File: src/rtl/taylor_pkg.sv
// taylor_pkg: shared constants and FSM state type for the cosine request driver
package taylor_pkg;
  localparam int W = 24;
  localparam int FXP_SHIFT = 23;
  localparam int FXP_ONE = 8388608;
  localparam logic [W-1:0] HALF_PI_Q23 = 24'd13176795;
  localparam logic [W-1:0] NEG_THRESH = 24'hC00000;
  typedef enum logic [2:0] {
    S_IDLE,
    S_PREP,
    S_LAUNCH,
    S_GUARD,
    S_WAIT,
    S_RELEASE,
    S_RESP
  } state_e;
endpackage

File: src/rtl/cos_quadrant_fold.sv
// cos_quadrant_fold: folds a full-turn phase into quadrant 0 and sign-corrects the core result
//   phase_i  full-circle phase, 2^W = one turn
//   sign_o   1 when the cosine of phase_i is negative
//   r_o      folded residue, 0..2^(W-2)
//   sign_i   latched sign for the result being converted
//   result_i raw core output
//   cos_o    signed Q2.23 cosine
module cos_quadrant_fold
  import taylor_pkg::*;
#(
  parameter int WD = taylor_pkg::W
) (
  input  logic [WD-1:0] phase_i,
  output logic          sign_o,
  output logic [WD-2:0] r_o,
  input  logic          sign_i,
  input  logic [WD-1:0] result_i,
  output logic [WD:0]   cos_o
);
  localparam logic [WD-2:0] QV = {1'b1, {(WD-2){1'b0}}};
  localparam logic [WD-1:0] NEG = {2'b11, {(WD-2){1'b0}}};
  logic [WD-1:0] mag;
  assign sign_o = phase_i[WD-1] ^ phase_i[WD-2];
  // odd quadrants mirror the residue so the angle runs back down toward 0
  assign r_o = phase_i[WD-2] ? QV - {1'b0, phase_i[WD-3:0]} : {1'b0, phase_i[WD-3:0]};
  // series overshoot just past pi/2 comes back as a small negative number
  assign mag = (result_i >= NEG) ? '0 : result_i;
  assign cos_o = sign_i ? -{1'b0, mag} : {1'b0, mag};
endmodule

File: src/rtl/cos_phase_driver.sv
// cos_phase_driver: runs the Taylor cosine core for one phase request at a time
//   req_*   phase request handshake (req_ready high only in IDLE)
//   core_*  start/angle to the core, ready/result back from it
//   resp_*  signed cosine response handshake, resp_err flags a core timeout
module cos_phase_driver
  import taylor_pkg::*;
#(
  parameter int WD = taylor_pkg::W,
  parameter int TIMEOUT = 16,
  parameter logic [WD-1:0] HALF_PI = taylor_pkg::HALF_PI_Q23
) (
  input  logic          clock,
  input  logic          reset,
  input  logic          req_valid,
  output logic          req_ready,
  input  logic [WD-1:0] req_phase,
  output logic          core_start,
  output logic [WD-1:0] core_angle,
  input  logic          core_ready,
  input  logic [WD-1:0] core_result,
  output logic          resp_valid,
  input  logic          resp_ready,
  output logic [WD:0]   resp_cos,
  output logic          resp_err
);
  localparam int CW = $clog2(TIMEOUT + 1);
  state_e state_q, state_d;
  logic [CW-1:0] cnt_q, cnt_d;
  logic sign_q, sign_d, err_q, err_d, f_sign;
  logic [WD-2:0] rp_q, rp_d, f_r;
  logic [WD-1:0] angle_q, angle_d;
  logic [WD:0] cos_q, cos_d, f_cos;
  logic [2*WD-2:0] prod;
  cos_quadrant_fold #(.WD(WD)) u_fold (
    .phase_i (req_phase),
    .sign_o  (f_sign),
    .r_o     (f_r),
    .sign_i  (sign_q),
    .result_i(core_result),
    .cos_o   (f_cos)
  );
  // r' spans 0..2^(W-2), so >> (W-2) scales it to 0..pi/2
  assign prod = {{WD{1'b0}}, rp_q} * {{(WD-1){1'b0}}, HALF_PI};
  always_comb begin
    state_d = state_q;
    cnt_d = cnt_q;
    sign_d = sign_q;
    rp_d = rp_q;
    angle_d = angle_q;
    cos_d = cos_q;
    err_d = err_q;
    case (state_q)
      S_IDLE: if (req_valid) begin
        state_d = S_PREP;
        sign_d = f_sign;
        rp_d = f_r;
      end
      S_PREP: begin
        angle_d = WD'(prod >> (WD - 2));
        state_d = S_LAUNCH;
      end
      S_LAUNCH: state_d = S_GUARD;
      // core_ready here may still be left over from the previous operation
      S_GUARD: begin
        cnt_d = '0;
        state_d = S_WAIT;
      end
      S_WAIT: if (core_ready) begin
        cos_d = f_cos;
        err_d = 1'b0;
        state_d = S_RELEASE;
      end else if (cnt_q == CW'(TIMEOUT)) begin
        cos_d = '0;
        err_d = 1'b1;
        state_d = S_RESP;
      end else begin
        cnt_d = cnt_q + 1'b1;
      end
      S_RELEASE: state_d = S_RESP;
      S_RESP: state_d = resp_ready ? S_IDLE : S_RESP;
      default: state_d = S_IDLE;
    endcase
  end
  always_ff @(posedge clock) begin
    if (reset) begin
      state_q <= S_IDLE;
      cnt_q <= '0;
      sign_q <= 1'b0;
      rp_q <= '0;
      angle_q <= '0;
      cos_q <= '0;
      err_q <= 1'b0;
    end else begin
      state_q <= state_d;
      cnt_q <= cnt_d;
      sign_q <= sign_d;
      rp_q <= rp_d;
      angle_q <= angle_d;
      cos_q <= cos_d;
      err_q <= err_d;
    end
  end
  // LAUNCH and RELEASE are never adjacent, so start is never high twice in a row
  assign core_start = (state_q == S_LAUNCH) || (state_q == S_RELEASE);
  assign req_ready = state_q == S_IDLE;
  assign resp_valid = state_q == S_RESP;
  assign core_angle = angle_q;
  assign resp_cos = cos_q;
  assign resp_err = err_q;
endmodule

File: config.mk
export PLATFORM = sky130hd
export DESIGN_NAME = cos_phase_driver
export DESIGN_NICKNAME = d
export VERILOG_FILES = /design/src/rtl/taylor_pkg.sv /design/src/rtl/cos_quadrant_fold.sv /design/src/rtl/cos_phase_driver.sv
export SDC_FILE = /design/constraint.sdc
export NUM_CORES = 1
export LEC_CHECK = 0
export BUFFER_PORTS_ARGS = -buffer_cell sky130_fd_sc_hd__buf_2
export CORE_MARGIN = 1
export CORE_UTILIZATION = 50
export DETAILED_ROUTE_END_ITERATION = 10
export GPL_TIMING_DRIVEN = 0
export PLACE_DENSITY = 0.68
export REMOVE_ABC_BUFFERS = 1
export SLEW_MARGIN = 20
export SYNTH_ARGS = -nofsm -noshare
export SYNTH_HDL_FRONTEND = slang
export SYNTH_SLANG_ARGS = --single-unit
File: constraint.sdc
create_clock -name clock -period 7.9 [get_ports clock]
set_input_delay 0.79 -clock clock [delete_from_list [all_inputs] [get_ports clock]]
set_output_delay 0.79 -clock clock [all_outputs]
set_load 0.02 [all_outputs]
==> results summary <==
In this design, the stage delay of the slowest critical-path cell is around 0.57 ns. The via count of the first global-routing pass is approximately 11000. The most frequently used flop master after synthesis is dfxtp_1.

The average routed wire per standard cell came out at 16.8 um. Along the worst path, the maximum fanout reaches 8. The top-level port count is between 100 and 150. 0 antenna diodes ended up in the layout. The die area came out at ~0.028 sq mm. The longest clock path from root to sink contains 2 buffers. The number of buffer and inverter instances along the worst setup path came out at 8. On the critical path, the stage with the largest delay is an instance of dfxtp_1. The first-pass GRT wire length came out at ~55 mm. The flow ran to the end, and the final reports show no timing, DRC or antenna violations. On the final layout, the worst hold slack is between 0.4 and 0.5 ns. The number of instances in the synthesized netlist is between 1000 and 1500.

The total area inside the core boundary comes to 0.0264 sq mm. The worst hold path belongs to the class reg2reg. The Yosys step of the flow raised 0 warnings. The number of distinct library cells after synthesis came out at between 70 and 80. The congestion estimate from routability-driven global placement came to 0.897. The most repeated cell in the gate-level netlist after synthesis is inv_1. After synthesis, the mean cell area works out to about 9.2 sq um. The die is about 170 um tall. In the finished design, the share of the clock period the worst path needs comes to 0.949. The data arrival time of the critical path came out at slightly below 8 ns. The tree is rooted in a clkbuf_16.

The share of the Yosys chip area taken by registers is 0.121. The reported max-cap violation count is 0. The total wirelength of the detailed-routed design is 31.9 mm. For this run, the post-layout net count is 2045. The pin slew with the least headroom to its limit came out at roughly 1.1 ns.

The startpoint class of the critical path is a register. The total number of cells along the worst setup path came out at 25. The worst setup path category is reg2reg.

The share of synthesized flip-flops with an asynchronous set or reset is 0. For the worst flop-to-flop path, the logic depth is 25. The number of buffers created by CTS came out at 9. Detailed placement finished with a half-perimeter wire length of 27.6 mm. The share of synthesized area in the top cell type comes to 0.289. The final number of max-transition violations came out at 0.

The number of DRC violations after detailed-routing iteration 0 came out at 529. The overall routing resource usage is 0.248. The cell seen most often among critical-path stages is inv_1. The total setup violations reported at the end of the flow is 0. Ranked by total cell area, the synthesized netlist is headed by fa_1, ha_1, dfxtp_1, inv_1, a21oi_1. The pin count of the biggest net entering global routing is 70. The clock sink total came out at between 80 and 90. The count of unresolved DRC violations after routing is 0. The number of buffers inserted by port buffering is between 100 and 150.

The number of synthesized flops with an enable pin came out at 0. The number of antenna violations at the first check in global routing came out at 0. The endpoint type of the worst setup path is a register. The number of H-tree levels is 3. TritonCTS built the clock tree. Relative to the synthesized area, the layout overhead comes to 8.87%. The aggregate negative setup slack came out at 0 ns. The required time of the critical path is just over 8 ns. The die span in x is about 170 um.

Of all cell types, the one taking the most synthesized area is fa_1. The clock latency reported for the late side of the worst-skew pair is 0.35 ns. The upper clock frequency limit came out at between 100 and 150 MHz. The final count of hold timing violations was 0. The global route total overflow came out at 0. Before antenna repair, the detailed router went through 5 iterations. The worst slew slack as a fraction of its limit is 0.252. The number of rows created at floorplan is 59. Grouping stages by cell kind, the critical path spends the most delay in adder cells. Setup repair after global routing left no endpoint under its margin.

The hold path depth came out at 2. The time the worst path needs with I/O delays and setup is approximately 7.5 ns. Summing over every cut layer, the via total after detailed routing is between 10000 and 15000. By count the netlist is led by inv_1, ha_1, fa_1. For this configuration, the core starts out at a cell density of 0.515.

Dividing the detail-routed via count by the number of cells gives about 5.5. The number of register bits inferred by synthesis came out at approximately 80. The area of the mapped netlist is ~0.014 sq mm. The ratio of cells with drive above 1 in the final layout came out at 0.0962. The setup skew after layout came out at around 0.0094 ns.

After clock tree synthesis, the clock-pin slew on the worst setup and hold paths is 0.06 ns. The remaining antenna violation count is 0.
[layer usage]
layer	vias up	track usage	part of all wire
li1	4985	-	-
met1	5073	0.339	0.46
met2	237	0.411	0.47
met3	34	0.0340	0.050
met4	0	0.0696	0.021
met5	-	0	0
[cells in the final DEF (no fill, tap or decap), types with 22 or more instances in the layout]
| master | count |
|---|---|
| a211oi_1 | 22 |
| a21o_1 | 25 |
| a21oi_1 | 78 |
| buf_2 | 104 |
| dfxtp_1 | 81 |
| fa_1 | 196 |
| ha_1 | 241 |
| inv_1 | 323 |
| nand2_1 | 86 |
| nor2_1 | 81 |
| o21ai_0 | 29 |
| xnor2_1 | 31 |
| xor2_1 | 35 |
[through the flow]
| stage | std cells | util | area (sq um) | setup WS [ns] |
|---|---|---|---|---|
| final | 1895 | 0.561 | 14800 | 0.407 |
| after global routing | 1895 | 0.561 | 14800 | 0.0277 |
| after CTS | 1895 | 0.561 | 14800 | 0.330 |
| after detailed placement | 1879 | 0.547 | 14400 | 0.346 |
| after global placement | 1877 | 0.546 | 14400 | 0.316 |
| after floorplan | 1437 | - | 13400 | 1.36 |
[cell type report]
type | instances | area (sq um)
fillers | 2365 | 11600
flip-flops and latches | 82 | 1640
clock buffers | 11 | 243
multi-input cells | 1032 | 10600
inverters | 323 | 1210
well taps | 335 | 419
clock inverters | 5 | 110
repair buffers | 107 | 556
[cell families (layout without fill, tap and decap cells)]
family | after synthesis | count (layout) | synth area share
AO/OA/AOI/OAI | 249 | 249 | 0.124
XOR/XNOR | 66 | 66 | 0.0426
adder cells (fa/ha/maj) | 437 | 437 | 0.511
buffers and inverters | 358 | 446 | 0.0993
flip-flops | 82 | 82 | 0.121
multiplexers | 5 | 5 | 0.00369
AND/OR/NAND/NOR | 275 | 275 | 0.0982
[final timing paths]
check	slack [ns]	end	from
worst max-delay path	0.41	core_angle[23]	rp_q[7]
worst min register to register	0.45	core_angle[1]	core_angle[1]
worst max register to register	0.41	core_angle[23]	rp_q[7]
worst min-delay path	0.45	core_angle[1]	core_angle[1]
[sequential cells by signal (all words and copies together) (netlist names)]
name        cells
sign_q          1
state_q         3
rp_q           23
cnt_q           5
resp_cos       25
resp_err        1
core_angle     24
[repair_timing]
action,in CTS,in global routing
setup buffers,0,0
hold endpoints to repair,0,0
hold buffers,0,0
resized for setup,0,1
setup endpoints to repair,0,1
[worst register-to-register path, cell delays in order (launching register included)]
cell and delay (ns):
dfxtp_1 0.57, inv_1 0.11, fa_1 0.54, inv_1 0.11, fa_1 0.51, inv_1 0.05
fa_1 0.52, inv_1 0.05, fa_1 0.50, inv_1 0.05, fa_1 0.48, inv_1 0.06
fa_1 0.53, inv_1 0.06, fa_1 0.53, inv_1 0.05, ha_1 0.33, nand3_1 0.16
nor4_1 0.29, a32oi_1 0.18, a21oi_2 0.42, a31oi_2 0.25, nor4bb_1 0.43, a211oi_2 0.09
xnor2_1 0.36, a211oi_2 0.12
Power is left out: the tool's default activity adds up to more than one toggle a clock period on the data nets, which glitch-free logic cannot reach.
